===== src/rtl/machine_timer.sv =====
// RISC-V machine timer slave: 64-bit mtime/mtimecmp with a registered timer interrupt.
// Define MACHINE_TIMER_MSIP_EN to make address 4 a read/write msip register.
module machine_timer #(
  parameter int unsigned TICK_DIVIDE = 1
) (
  input  logic        clock,
  input  logic        reset,
  input  logic        bus_valid,
  input  logic        bus_write,
  input  logic [2:0]  bus_address,
  input  logic [31:0] bus_write_data,
  output logic [31:0] bus_read_data,
  output logic        bus_ready,
  output logic        timer_interrupt,
  output logic        software_interrupt
);

  typedef enum logic [2:0] {
    ADDR_MTIME_LO = 3'd0,
    ADDR_MTIME_HI = 3'd1,
    ADDR_CMP_LO   = 3'd2,
    ADDR_CMP_HI   = 3'd3,
    ADDR_MSIP     = 3'd4
  } addr_e;

  logic [15:0] prescaler;
  logic [63:0] mtime;
  logic [63:0] mtimecmp;
  logic [31:0] hi_shadow;
  logic        msip;
  logic        tick;
  logic        accept;
  logic        rd_en;
  logic        wr_en;
  addr_e       sel;
  logic [31:0] read_value;

  always_comb begin
    tick   = (prescaler == 16'(TICK_DIVIDE - 1));
    accept = bus_valid & ~bus_ready;
    rd_en  = accept & ~bus_write;
    wr_en  = accept & bus_write;
    sel    = addr_e'(bus_address);
  end

  always_comb begin
    read_value = '0;
    case (sel)
      ADDR_MTIME_LO: read_value = mtime[31:0];
      ADDR_MTIME_HI: read_value = hi_shadow;
      ADDR_CMP_LO:   read_value = mtimecmp[31:0];
      ADDR_CMP_HI:   read_value = mtimecmp[63:32];
      ADDR_MSIP:     read_value = {31'b0, msip};
      default:       read_value = '0;
    endcase
  end

  always_ff @(posedge clock or posedge reset) begin
    if (reset) begin
      prescaler       <= '0;
      mtime           <= '0;
      mtimecmp        <= '1;
      hi_shadow       <= '0;
      bus_ready       <= 1'b0;
      bus_read_data   <= '0;
      timer_interrupt <= 1'b0;
    end else begin
      prescaler <= tick ? '0 : prescaler + 16'd1;
      bus_ready <= accept;
      if (rd_en) begin
        bus_read_data <= read_value;
        // Snapshot the high word so a lo-then-hi read pair is coherent.
        if (sel == ADDR_MTIME_LO) hi_shadow <= mtime[63:32];
      end
      // A write to either mtime half suppresses that cycle's increment entirely.
      if (wr_en && sel == ADDR_MTIME_LO)      mtime[31:0]  <= bus_write_data;
      else if (wr_en && sel == ADDR_MTIME_HI) mtime[63:32] <= bus_write_data;
      else if (tick)                          mtime        <= mtime + 64'd1;
      if (wr_en && sel == ADDR_CMP_LO) mtimecmp[31:0]  <= bus_write_data;
      if (wr_en && sel == ADDR_CMP_HI) mtimecmp[63:32] <= bus_write_data;
      timer_interrupt <= (mtime >= mtimecmp);
    end
  end

`ifdef MACHINE_TIMER_MSIP_EN
  always_ff @(posedge clock or posedge reset) begin
    if (reset)                              msip <= 1'b0;
    else if (wr_en && sel == ADDR_MSIP)     msip <= bus_write_data[0];
  end
  assign software_interrupt = msip;
`else
  assign msip               = 1'b0;
  assign software_interrupt = 1'b0;
`endif

endmodule


===== config.mk =====
export PLATFORM = sky130hd
export DESIGN_NAME = machine_timer
export DESIGN_NICKNAME = d
export VERILOG_FILES = /design/src/rtl/machine_timer.sv
export SDC_FILE = /design/constraint.sdc
export NUM_CORES = 1
export LEC_CHECK = 0
export BUFFER_PORTS_ARGS = -buffer_cell sky130_fd_sc_hd__clkbuf_2
export CAP_MARGIN = 20
export CELL_PAD_IN_SITES_DETAIL_PLACEMENT = 0
export CELL_PAD_IN_SITES_GLOBAL_PLACEMENT = 1
export CORE_MARGIN = 2
export CORE_UTILIZATION = 43
export CTS_CLUSTER_SIZE = 25
export DETAILED_ROUTE_END_ITERATION = 8
export PLACE_DENSITY = 0.81
export REMOVE_ABC_BUFFERS = 1
export SLEW_MARGIN = 20
export SYNTH_ARGS = -nofsm -noshare
export SYNTH_HDL_FRONTEND = slang
export SYNTH_SLANG_ARGS = --single-unit

===== constraint.sdc =====
create_clock -name clock -period 7.1 [get_ports clock]
set_input_delay 1.42 -clock clock [delete_from_list [all_inputs] [get_ports clock]]
set_output_delay 1.42 -clock clock [all_outputs]
set_load 0.005 [all_outputs]

==> results_dict.tcl <==
set metrics [dict create \
    outcome "complete, but fails checks" \
    violations "design-rule violations" \
    pin_count 74 \
    path_cells "clkbuf_2 > nand3b_1 > or3_1 > nand2_1 > or4_1 > a31o_2" \
    slew_violations 0 \
    drtPass1Iterations 7 \
    cts_resized 0 \
    vias_per_cell 5.81 \
    setup_viol 0 \
    r2r_cells 7 \
    yosysMostFrequentCell "nand2_1" \
    synthFlopType "dfrtp_1" \
    required_ns 7.51 \
    clock_latency_ns 0.52 \
    root_buffer "clkbuf_16" \
    core_area_sq_um 26100 \
    cp-start-kind "primary input" \
    rows 59 \
    ys_ff_latch 210 \
    cp_slowest_cell "or4_1" \
    hold_violations 0 \
    finalSetupTns_ns 0 \
    maxCapViolCount 0 \
    post_cts_buffers 0 \
    clockBufferDepth 3 \
    hold_path_class "flip-flop to flip-flop" \
    p_leak_nw 5.52 \
    vias 9314 \
    rsz0062_at_grt "no" \
    routed_wl_um 31500 \
    cts_tree "done" \
    worst_ep_arrival_time_ns 3.86 \
    hold_buffers 0 \
    hpwl_um 21300 \
    syn_area_sq_um 11500 \
    synth_cell_types 62 \
    ir_drop_mv 0.140 \
    synth_area_per_cell_sq_um 9.53 \
    crit_fanout 16 \
    fin_skew_ns 0.00853 \
    drt.antenna.violating_nets 0 \
    worstMarginPinSlew_ns 1.19 \
    die_h_um 167 \
    final.period_utilization_pct 48.6 \
    synth_sequential_area_ratio_pct 46.5 \
    die_area_sq_um 28000 \
    async_flop_share_pct 100 \
    path_clk_slew_ns 0.06 \
    port_buffers 72 \
    synth_edf_count 0 \
    nets 1356 \
    wl_per_cell_um 19.7 \
    synth_top_area_share_pct 31.9 \
    yosys-top-cells-area "dfrtp_1 32%, dfstp_2 15%, ha_1 7.3%, nand2_1 5.2%, o21ai_0 4.3%" \
    antenna_cells 0 \
    slew_headroom_pct 19.9 \
    grt_pass1_vias 9254 \
    worst-path-buf-inv 1 \
    cts_made_buffers 24 \
    fin_crit_ns 3.45 \
    die_w_um 167 \
    cp-end-kind "flip-flop" \
    instances_no_fill 1603 \
    post-route-drc-count 7 \
    slowest_delay_ns 0.66 \
    place.gp.congestion 0.858 \
    drt_iter0_markers 658 \
    final_util_pct 49.6 \
    grt_max_degree 106 \
    syn-instance-count 1203 \
    clock.fmax_ghz 0.290 \
    cts_sinks 210 \
    dp.cells 1559 \
    yosys_warnings 0 \
    finalInstanceArea_sq_um 13000 \
    synth_top_area_cell "dfrtp_1" \
    antenna_found_initial 0 \
    overflow 0 \
    track_usage_pct 22.7 \
    worst-path-stages 6 \
    syn2layout_area_growth_pct 13.1 \
    drive_above_1_share_pct 20.0 \
    h-tree-depth 1 \
    power.density_nw_per_um2 311 \
    place_area_sq_um 12100 \
    min_path_cells 1 \
    synth_common_cells "159 x nand2_1, 146 x dfrtp_1, 98 x o21ai_0, 78 x inv_1" \
    initial_core_util_pct 43.9 \
    cp_top_family "simple AND/OR/NAND/NOR gates" \
    critPathKind "primary input to flip-flop" \
    grt_pass1_wl_um 51100 \
]
==> final cells by class <==
cell class | count | area, sq um
flip-flops and latches | 210 | 5340
fillers | 2462 | 13200
inverters | 78 | 300
well taps | 335 | 419
repair buffers | 84 | 450
clock buffers | 40 | 812
multi-input cells | 852 | 5620
clock inverters | 4 | 22.5
==> routing by layer <==
metal | track usage (%) | part of all wire (%) | vias up
li1 | - | - | 4417
met1 | 32.6 | 46 | 4611
met2 | 36.7 | 46 | 239
met3 | 3.12 | 5.2 | 47
met4 | 5.52 | 2.4 | 0
met5 | 0 | 0 | -
==> final timing paths <==
kind | slack, ns | end | from
min | 0.49 | prescaler[15] | prescaler[15]
max in group asynchronous | 4.67 | prescaler[7] | reset
min reg2reg | 0.49 | prescaler[15] | prescaler[15]
max reg2reg | 3.81 | timer_interrupt | mtimecmp[38]
min in group asynchronous | 1.03 | mtime[11] | reset
max | 3.65 | mtime[31] | bus_write
==> state kept, by name (all words and copies together) (netlist names) <==
name             flops
bus_ready            1
mtimecmp            64
hi_shadow           32
timer_interrupt      1
mtime               64
prescaler           16
bus_read_data       32
==> through the flow <==
stage	hold slack (ns)	power (mW)	worst slack, ns
floorplan	0.450	2.43	0.0484
global placement	0.471	2.73	3.19
detailed placement	0.483	2.77	3.15
CTS	0.495	4.06	3.69
global route	0.519	4.28	3.50
finish	0.494	4.03	3.65
==> worst reg2reg max path, stage by stage (launching register included) <==
cell	delay [ns]
dfstp_2	0.53
inv_1	0.07
ha_1	0.33
nand4_1	0.26
nor4_1	1.07
o31a_1	0.35
a311oi_1	0.07
o41ai_1	0.47
==> report_power, final <==
part / switching [mW] / leakage [nW] / internal (mW) / total, mW
sequential: 0.287 / 2.48 / 1.55 / 1.83
combinational: 0.500 / 2.63 / 0.413 / 0.913
clock: 0.505 / 0.416 / 0.775 / 1.28
total: 1.29 / 5.52 / 2.74 / 4.03
==> cells by family after synthesis <==
logic type / after synthesis / synth area share (%)
compound gates: 303 / 16.6
other cells: 1 / 0.0327
simple gates: 399 / 17.8
buf+inv: 141 / 4.75
flops: 210 / 46.5
xor+xnor: 49 / 3.74
fa+ha+maj: 67 / 7.31
mux: 33 / 3.23
==> layout by cell type, fill, tap and decap left out, types with 34 or more instances in the layout <==
cell and instances:
dfrtp_1 146, nand2_1 159, nand3_1 34, nor2_1 66, a22oi_1 65, o21ai_0 98, inv_1 77, clkbuf_2 72
dfstp_2 64, a31oi_1 34, ha_1 67
No activity file was read; power rests on OpenSTA's default activity.
